## config.mk

```make
export PLATFORM = sky130hd
export DESIGN_NAME = go_kill_timer_flat
export DESIGN_NICKNAME = d
export VERILOG_FILES = /design/src/rtl/go_kill_pkg.sv /design/src/rtl/go_kill_timer_if.sv /design/src/rtl/go_kill_cnt.sv /design/src/rtl/go_kill_timer.sv /design/src/flat_wrapper.sv
export SDC_FILE = /design/constraint.sdc
export NUM_CORES = 1
export LEC_CHECK = 0
export CAP_MARGIN = 5
export CORE_MARGIN = 2
export CORE_UTILIZATION = 51
export CTS_BUF_LIST = sky130_fd_sc_hd__clkbuf_4
export CTS_CLUSTER_SIZE = 25
export DETAILED_ROUTE_END_ITERATION = 10
export HOLD_SLACK_MARGIN = 0.05
export PLACE_DENSITY = 0.82
export SLEW_MARGIN = 20
export SYNTH_ARGS = -nofsm -noshare
export SYNTH_HDL_FRONTEND = slang
export SYNTH_SLANG_ARGS = --single-unit
```

## constraint.sdc

```tcl
create_clock -name clk -period 2.55 [get_ports clk]
set_input_delay 0.51 -clock clk [delete_from_list [all_inputs] [get_ports clk]]
set_output_delay 0.51 -clock clk [all_outputs]
set_load 0.02 [all_outputs]
```

## src/rtl/go_kill_pkg.sv

```systemverilog
// Shared state encoding for the go/kill run-timer.
package go_kill_pkg;
  localparam int STATE_W = 2;

  typedef enum logic [STATE_W-1:0] {
    IDLE   = 2'b00,
    ACTIVE = 2'b01,
    ABORT  = 2'b10,
    FINISH = 2'b11
  } state_t;
endpackage

```

## src/rtl/go_kill_timer_if.sv

```systemverilog
// Control/status bundle of the go/kill run-timer; master drives requests, slave is the timer.
interface go_kill_timer_if import go_kill_pkg::*; #(
  parameter int CNT_W = 8
);
  logic               go;
  logic               kill;
  logic               hold;
  logic [CNT_W-1:0]   limit;
  logic               done;
  logic               aborted;
  logic               busy;
  logic [CNT_W-1:0]   cnt;
  logic [STATE_W-1:0] state;

  modport master (output go, kill, hold, limit,
                  input  done, aborted, busy, cnt, state);
  modport slave  (input  go, kill, hold, limit,
                  output done, aborted, busy, cnt, state);
endinterface

```

## src/rtl/go_kill_cnt.sv

```systemverilog
// Run counter: sync clear beats enable; tc flags cnt reaching the latched limit.
module go_kill_cnt #(
  parameter int CNT_W = 8
) (
  input  logic             clk,
  input  logic             reset,
  input  logic             clr,
  input  logic             en,
  input  logic [CNT_W-1:0] limit_q,
  output logic [CNT_W-1:0] cnt,
  output logic             tc
);
  always_ff @(posedge clk) begin
    if (reset)   cnt <= '0;
    else if (clr) cnt <= '0;
    else if (en)  cnt <= cnt + CNT_W'(1);
  end

  assign tc = (cnt == limit_q);
endmodule

```

## src/rtl/go_kill_timer.sv

```systemverilog
// Go/kill run-timer: go launches a run of limit+1 ACTIVE cycles, kill aborts it.
// GO_KILL_AUTORELOAD_EN lets a go seen in FINISH relaunch without an IDLE gap.
module go_kill_timer import go_kill_pkg::*; #(
  parameter int CNT_W     = 8,
  parameter int DEF_LIMIT = 100,
  parameter bit USE_DEF   = 1'b1
) (
  input  logic           clk,
  input  logic           reset,
  go_kill_timer_if.slave bus
);
  localparam logic [CNT_W-1:0] DEF_L = CNT_W'(DEF_LIMIT);

  state_t           state_q, state_d;
  logic [CNT_W-1:0] limit_q, sel_limit, cnt;
  logic             launch, clr, en, tc;
  logic             done_q, aborted_q, busy_q;

  assign sel_limit = (USE_DEF && bus.limit == '0) ? DEF_L : bus.limit;

  always_comb begin
    state_d = state_q;
    launch  = 1'b0;
    unique case (state_q)
      IDLE:   if (bus.go && !bus.kill) begin
                state_d = ACTIVE;
                launch  = 1'b1;
              end
      // kill is checked before terminal count
      ACTIVE: if (bus.kill)              state_d = ABORT;
              else if (!bus.hold && tc)  state_d = FINISH;
      ABORT:  if (!bus.kill)             state_d = IDLE;
      FINISH: begin
        state_d = IDLE;
`ifdef GO_KILL_AUTORELOAD_EN
        if (bus.go && !bus.kill) begin
          state_d = ACTIVE;
          launch  = 1'b1;
        end
`endif
      end
      default: state_d = IDLE;
    endcase
    // cnt is zero everywhere except ACTIVE and FINISH (which keeps the final value)
    clr = launch || (state_d == IDLE) || (state_d == ABORT);
    en  = (state_q == ACTIVE) && (state_d == ACTIVE) && !bus.hold;
  end

  always_ff @(posedge clk) begin
    if (reset) begin
      state_q   <= IDLE;
      limit_q   <= '0;
      done_q    <= 1'b0;
      aborted_q <= 1'b0;
      busy_q    <= 1'b0;
    end else begin
      state_q   <= state_d;
      if (launch) limit_q <= sel_limit;
      done_q    <= (state_d == FINISH);
      aborted_q <= (state_d == ABORT) && (state_q != ABORT);
      busy_q    <= (state_d == ACTIVE) || (state_d == ABORT);
    end
  end

  go_kill_cnt #(.CNT_W(CNT_W)) u_cnt (
    .clk     (clk),
    .reset   (reset),
    .clr     (clr),
    .en      (en),
    .limit_q (limit_q),
    .cnt     (cnt),
    .tc      (tc)
  );

  assign bus.done    = done_q;
  assign bus.aborted = aborted_q;
  assign bus.busy    = busy_q;
  assign bus.cnt     = cnt;
  assign bus.state   = state_q;
endmodule

```

## src/flat_wrapper.sv

```systemverilog
// flat-port wrapper written by rule: the top's interface ports become plain ports
module go_kill_timer_flat import go_kill_pkg::*;
#(
  parameter int CNT_W     = 8,
  parameter int DEF_LIMIT = 100,
  parameter bit USE_DEF   = 1'b1
)
  (clk, reset, bus_go, bus_kill, bus_hold, bus_limit, bus_done, bus_aborted, bus_busy, bus_cnt, bus_state);
  go_kill_timer_if #(.CNT_W(CNT_W)) bus_i ();
  input  logic clk;
  input  logic reset;
  input wire logic [$bits(bus_i.go)-1:0] bus_go;
  input wire logic [$bits(bus_i.kill)-1:0] bus_kill;
  input wire logic [$bits(bus_i.hold)-1:0] bus_hold;
  input wire logic [$bits(bus_i.limit)-1:0] bus_limit;
  output wire logic [$bits(bus_i.done)-1:0] bus_done;
  output wire logic [$bits(bus_i.aborted)-1:0] bus_aborted;
  output wire logic [$bits(bus_i.busy)-1:0] bus_busy;
  output wire logic [$bits(bus_i.cnt)-1:0] bus_cnt;
  output wire logic [$bits(bus_i.state)-1:0] bus_state;
  assign bus_i.go = bus_go;
  assign bus_i.kill = bus_kill;
  assign bus_i.hold = bus_hold;
  assign bus_i.limit = bus_limit;
  assign bus_done = bus_i.done;
  assign bus_aborted = bus_i.aborted;
  assign bus_busy = bus_i.busy;
  assign bus_cnt = bus_i.cnt;
  assign bus_state = bus_i.state;
  go_kill_timer #(.CNT_W(CNT_W), .DEF_LIMIT(DEF_LIMIT), .USE_DEF(USE_DEF)) u_core (.clk(clk), .reset(reset), .bus(bus_i));
endmodule
```

==> results of run 1 <==
## layer usage
metal	up-vias	GRT usage (%)	routed length, µm
met5	-	0	0
met4	0	6.31	40
met3	7	6.25	159
met2	31	39.3	1350
met1	489	25.8	1000
li1	500	-	-
## where the power goes
group | internal [mW] | switching [mW]
combinational | 0.0564 | 0.0518
sequential | 0.339 | 0.00821
clock | 0.0586 | 0.107
## worst paths after layout
path / to / slack, ns
min reg2reg: u_core.limit_q[0]$_SDFFE_PP0P_ / 0.48
max reg2reg: u_core.u_cnt.cnt[2]$_SDFFE_PP0P_ / 0.28
max: u_core.u_cnt.cnt[2]$_SDFFE_PP0P_ / 0.10
min: u_core.limit_q[0]$_SDFFE_PP0P_ / 0.48
## critical path: cells and delay by family
family	cells	cell delay, ns
adder cells (fa/ha/maj)	1	0.17
AND/OR/NAND/NOR	3	1.04
AO/OA/AOI/OAI	2	0.51
buffers and inverters	1	0.45
## through the flow
stage	TNS, ns	hold WS, ns	worst slack, ns	utilization, %	power, mW
global route	0	0.519	0.00702	71.0	0.651
detailed placement	-2.36	0.462	-0.305	69.4	0.462
finish	0	0.477	0.103	71.0	0.621
global placement	-0.891	0.462	-0.118	69.4	0.459
CTS	0	0.478	0.0322	70.8	0.626
floorplan	0	0.449	0.265	-	0.415
## flip-flops by register name (all words and copies together) (netlist names)
signal	count
u_core.limit_q	8
u_core.u_cnt.cnt	8
u_core.bus.state	2
u_core.bus.aborted	1
u_core.bus.busy	1
u_core.bus.done	1
## layout by cell type, fill, tap and decap left out, types with 2 or more instances in the layout
| master | n |
|---|---|
| nand4_1 | 3 |
| nand3_1 | 3 |
| ha_1 | 5 |
| clkdlybuf4s50_1 | 25 |
| inv_1 | 2 |
| o31ai_1 | 7 |
| dfxtp_1 | 21 |
| nand3b_1 | 2 |
| buf_4 | 7 |
| a211oi_1 | 3 |
| nor2_1 | 8 |
| nor3_1 | 2 |
| or4_1 | 6 |
| a21oi_1 | 12 |
| xnor2_1 | 9 |
| clkbuf_4 | 3 |
| nand2_1 | 18 |
| nor2b_1 | 2 |
## cell families (layout without fill, tap and decap cells)
group | count (synthesis) | after routing
buffers and inverters | 8 | 38
and+or+nand+nor | 53 | 53
adders and majority gates | 5 | 5
xor gates and xnor gates | 10 | 10
DFF | 21 | 21
AOI/OAI and AO/OA | 25 | 25
## cell type report
class	instances	area, µm²
Clock inverter	1	5.00
Tap cell	27	33.8
Clock buffer	3	22.5
Timing Repair Buffer	32	303
Sequential cell	21	420
Fill cell	159	581
Inverter	2	7.51
Multi-Input combinational cell	93	629
==> summary.txt, run 1 <==
Placed design
  • Dpl hpwl: 1930 µm
  • Placed Area: 1390 µm²
  • PortBufs: 25
  • Placed Cells incl. Taps: 175
  • Final GP Congestion: 0.815

Global route
  • Grt ovf: 0
  • Initial antenna violation count: 0
  • First-pass GRT wire length: 4310 µm
  • GRT Total Usage: 22.1%
  • Largest net degree at the start of global routing: 15
  • Number of global-route vias before repair: 946

Synthesis
  • Synth Area in Compound Gates: 14.3%
  • Number of synthesized flops with an enable pin: 0
  • Mapped Nets: 140
  • Simple-gate portion of the synthesized area: 29.0%
  • Cell Area, Synth: 1100 µm²
  • Avg Cell Area, Syn: 8.98 µm²
  • Async set or reset register ratio after synthesis: 0%
  • Ranking of synthesized cells by area: dfxtp_1 (38%), xnor2_1 (7.2%), nand2_1 (6.2%)
  • Mux cell area share after synthesis: 0%
  • Synth cell count leaders: dfxtp_1 (21), nand2_1 (18), a21oi_1 (12)
  • Synth Area in XOR/XNOR: 7.99%
  • Yosys cell types: 32
  • Sequential area share after synthesis: 38.4%
  • Combinational family with the most area after synthesis: simple AND/OR/NAND/NOR gates
  • Synth top area share: 38.4%
  • Count leader, synth: dfxtp_1
  • Biggest area consumer among synthesized cells: dfxtp_1
  • Adder-cell share of the synthesized area: 5.71%
  • Dominant synthesized flop cell: dfxtp_1
  • Post-Syn Instances: 122
  • Synth Register Bits: 21
  • Warnings, synthesis: 0

Layout
  • Synth-to-Final Area Change: 29.7%
  • Final Instance Area: 1420 µm²
  • Fin cells: 179
  • N_diodes: 0
  • Share of layout cells above drive strength 1: 10.5%
  • Fin nets: 171

Worst hold path
  • Hold_sp: u_core.limit_q[0]$_SDFFE_PP0P_
  • Hold Path Class: reg -> reg
  • Min-Delay Path Depth: 2

Detailed routing
  • DRC violations left: 0
  • DR iter-0 viols: 40
  • Drt first pass iters: 4
  • Vias: 1027
  • ANT nets after route: 0
  • Routed WL per cell: 14.3 µm
  • Vias per inst: 5.74
  • Drt total wl: 2550 µm

STA
  • Final min period: 2.45 ns
  • Slew Limit Fails: 0
  • Fin crit share: 95.9%
  • Clk_skew: 0.0185 ns
  • FMAX: 409 MHz
  • RSZ-0062 raised after global routing: false
  • Tightest Pin Transition: 0.493 ns
  • Relative slew margins: 66.8%
  • Fin. Hold Viols: 0
  • # setup viols final: 0

Floorplanning
  • Num rows: 16
  • Die width: 50.4 µm
  • Die ar.: 2540 µm²
  • Initial core utilization: 54.7%
  • Core Box Area: 2000 µm²
  • Ports: 26
  • Die Span Y: 50.4 µm

Clocking
  • Hold Buf Count CTS: 0
  • H-tree depth: 1
  • TritonCTS buffer count: 3
  • Resize count post-CTS: 0
  • CTS sink cnt: 21
  • CTS tree: done
  • Clock transition at path regs: 0.11 ns
  • Buffer depth of the longest clock path: 2
  • Setup repair bufs after CTS: 0
  • Clk root buf: clkbuf_4
  • Clock Latency Late Sink: 0.32 ns

Critical path
  • Reg2Reg Launch Point: u_core.bus.state[1]$_SDFF_PP0_
  • Worst-path maximum fanout: 8
  • Worst Setup End Kind: register
  • CP max stage cell: or4_1
  • R2r worst-path depth: 6
  • Crit-path cells: clkdlybuf4s50_1, nor3b_2, nand2_1, o31a_1, ha_1, or4_1, a21oi_1
  • WS Path Type: in -> reg
  • CP max stage delay: 0.68 ns
  • CP Launch Point: bus_hold
  • Startpoint types: primary input
  • WP data arrival: 2.68 ns
  • WP data required: 2.79 ns

Power
  • Power per cell area: 437 nW/µm²
  • IR drop worst, VDD: 0.000423 V
  • Lkg Pwr: 0.486 nW

Run status
  • Status: complete, no violations

Run
  • MaxCap Viol Count: 0
Note: power is estimated with default switching activity, not from simulation.
==> inputs of run 2 (changes only) <==
--- a/config.mk
+++ b/config.mk
@@ -6,7 +6,6 @@
 export NUM_CORES = 1
 export LEC_CHECK = 0
 export CAP_MARGIN = 5
-export CORE_MARGIN = 2
 export CORE_UTILIZATION = 51
 export CTS_BUF_LIST = sky130_fd_sc_hd__clkbuf_4
 export CTS_CLUSTER_SIZE = 25
==> run 2 against run 1 <==
Compared with the run above:
- utilization is 0.78 points higher
- sequential share of layout area hardly changed
- combinational power hardly changed
- highest routed layer unchanged
==> summary.txt, run 2 (synthesis gave the netlist of run 1 again) <==
Layout
  • Fin nets: 171 (unchanged)
  • Fin cells: 179 (unchanged)
  • Most frequent cells in the layout: clkdlybuf4s50_1 (25), dfxtp_1 (21), nand2_1 (18)
  • Reg area: 420 µm² (unchanged)
  • Multi-input gate area: 628 µm² (-0.20%)
  • Commonest non-fill, non-tap cell in the layout: clkdlybuf4s50_1
  • Synth-to-Final Area Change: 29.8% (about the same)
  • Fill cell count: 153 (-3.8%)
  • N_diodes: 0 (unchanged)
  • Share of layout cells above drive strength 1: 10.5% (unchanged)

Worst hold path
  • Hold Path Sink: u_core.limit_q[3]$_SDFFE_PP0P_
  • Min-Delay Path Depth: 2 (unchanged)
  • Hold Path Class: reg -> reg
  • Hold_sp: u_core.limit_q[3]$_SDFFE_PP0P_

Critical path
  • Crit-path cells: clkdlybuf4s50_1, nor3b_1, nand2_1, o31a_1, buf_4, ha_1, and4bb_2, a21o_1, a21oi_1
  • WS Path Type: in -> reg
  • Reg2reg setup slack: 0.38 ns (+0.10 ns)
  • Worst-path maximum fanout: 4 (-4)
  • Worst Setup End Kind: register
  • CP max stage cell: clkdlybuf4s50_1
  • Reg2Reg Launch Point: u_core.bus.state[0]$_SDFF_PP0_
  • Largest delay share family, worst path: simple AND/OR/NAND/NOR gates
  • R2r worst-path depth: 9 (+3)
  • WP data required: 2.79 ns (about the same)
  • CP max stage delay: 0.42 ns (-0.26 ns)
  • FF-to-FF End: u_core.u_cnt.cnt[7]$_SDFFE_PP0P_
  • Buf+Inv Stages, Crit Path: 2 (+1)
  • Startpoint types: primary input
  • WP data arrival: 2.57 ns (-0.11 ns)

Detailed routing
  • Drt first pass iters: 4 (unchanged)
  • DR iter-0 viols: 23 (-43%)
  • Vias: 992 (-3.4%)
  • Routed WL per cell: 13.1 µm (-8.0%)
  • DRC violations left: 0 (unchanged)
  • ANT nets after route: 0 (unchanged)
  • Drt total wl: 2350 µm (-8.0%)
  • Vias per inst: 5.54 (-3.4%)

Clocking
  • CTS tree: done
  • Setup repair bufs after CTS: 0 (unchanged)
  • TritonCTS buffer count: 3 (unchanged)
  • Clk root buf: clkbuf_4
  • H-tree depth: 1 (unchanged)
  • CTS sink cnt: 21 (unchanged)
  • Resize count post-CTS: 0 (unchanged)
  • Hold Buf Count CTS: 0 (unchanged)
  • Clock Latency Late Sink: 0.30 ns (-0.02 ns)
  • Buffer depth of the longest clock path: 2 (unchanged)
  • Clock transition at path regs: 0.12 ns (about the same)

Floorplanning
  • Core Box Area: 1980 µm² (-1.0%)
  • Die width: 48.4 µm (-4.0%)
  • Ports: 26 (unchanged)
  • Die Span Y: 48.4 µm (-4.0%)
  • Initial core utilization: 55.3% (+0.55 points)
  • Die ar.: 2340 µm² (-7.8%)
  • Num rows: 16 (unchanged)

Global route
  • First-pass GRT wire length: 4290 µm (-0.33%)
  • GRT Total Usage: 22.9% (+0.80 points)
  • Largest net degree at the start of global routing: 15 (unchanged)
  • Initial antenna violation count: 0 (unchanged)
  • Number of global-route vias before repair: 1020 (+7.8%)
  • Grt ovf: 0 (unchanged)

Placed design
  • Placed Cells incl. Taps: 175 (unchanged)
  • Dpl hpwl: 1820 µm (-5.8%)
  • Setup WS pre-CTS: -0.226 ns (+0.0784 ns)
  • Final GP Congestion: 0.908 (+11%)
  • PortBufs: 25 (unchanged)

STA
  • Final min period: 2.33 ns (-0.119 ns)
  • Tightest Pin Transition: 0.454 ns (-0.0392 ns)
  • # setup viols final: 0 (unchanged)
  • RSZ-0062 raised after global routing: false
  • Slew Limit Fails: 0 (unchanged)
  • Fin. Hold Viols: 0 (unchanged)
  • Fin crit share: 91.3% (-4.7 points)
  • Clk_skew: 0.00647 ns (-0.0120 ns)
  • Hold slack: 0.485 ns (+0.00798 ns)
  • Relative slew margins: 69.4% (+2.6 points)
  • FMAX: 430 MHz (+5.1%)
  • Final worst slack: 0.223 ns (+0.119 ns)

Power
  • Power per cell area: 442 nW/µm² (+1.1%)
  • Lkg Pwr: 0.486 nW (about the same)
  • Power, Total: 0.629 mW (+1.2%)
  • IR drop worst, VDD: 0.000299 V (-29%)

Run
  • MaxCap Viol Count: 0 (unchanged)

Run status
  • Status: complete, no violations
## run 2: cell count changes in the layout (fill, tap and decap cells not counted)
cell and delta:
clkinv_2 -1, nor3b_1 +1, or4_4 +1, or4_1 -1
nor3b_2 -1, clkbuf_4 +1
## run 2: cell type report
cell class / instances / share of cell area (%)
inverters: 2 / 0.528
repair buffers: 32 / 21.3
flip-flops and latches: 21 / 29.6
multi-input cells: 93 / 44.2
well taps: 27 / 2.37
clock buffers: 4 / 2.11
## run 2: routing by layer
layer / track usage (%) / part of all wire [%]
met2: 41.5 / 50
met5: 0 / 0
met1: 26.6 / 44
met3: 4.72 / 5.4
met4: 7.84 / 1.1
## run 2: worst register-to-register path, stage by stage, from the launching register on
cell and delay [ns]:
dfxtp_1 0.33, buf_4 0.16, xor2_1 0.18, nand2_1 0.12
o31a_1 0.16, buf_4 0.11, ha_1 0.19, nand4bb_4 0.18
or4_1 0.53, a21oi_1 0.16
## run 2: through the flow
| step | util [%] | area, µm² | TNS [ns] |
|---|---|---|---|
| finish | 71.8 | 1420 | 0 |
| global route | 71.8 | 1420 | 0 |
| CTS | 71.6 | 1420 | 0 |
| detailed placement | 70.1 | 1390 | -1.67 |
| global placement | 70.1 | 1390 | -0.993 |
| floorplan | - | 1100 | 0 |
## run 2: where the power goes
part	total [mW]	internal [mW]	switching, mW
registers	0.348	0.339	0.00864
logic	0.109	0.0572	0.0514
clock network	0.172	0.0715	0.101
## run 2: worst max-delay path by stage
stage                                        start  depth (start not counted)                          endpoint  slack (ns)
detailed placement                        bus_hold                          7  u_core.u_cnt.cnt[7]$_SDFFE_PP0P_       -0.23
global route                              bus_hold                          7  u_core.u_cnt.cnt[5]$_SDFFE_PP0P_        0.11
CTS                                       bus_hold                          7  u_core.u_cnt.cnt[7]$_SDFFE_PP0P_        0.09
floorplan           u_core.bus.state[0]$_SDFF_PP0_                          8  u_core.u_cnt.cnt[3]$_SDFFE_PP0P_        0.27
finish                                    bus_hold                          9  u_core.u_cnt.cnt[2]$_SDFFE_PP0P_        0.22
global placement                          bus_hold                          7  u_core.u_cnt.cnt[6]$_SDFFE_PP0P_       -0.13
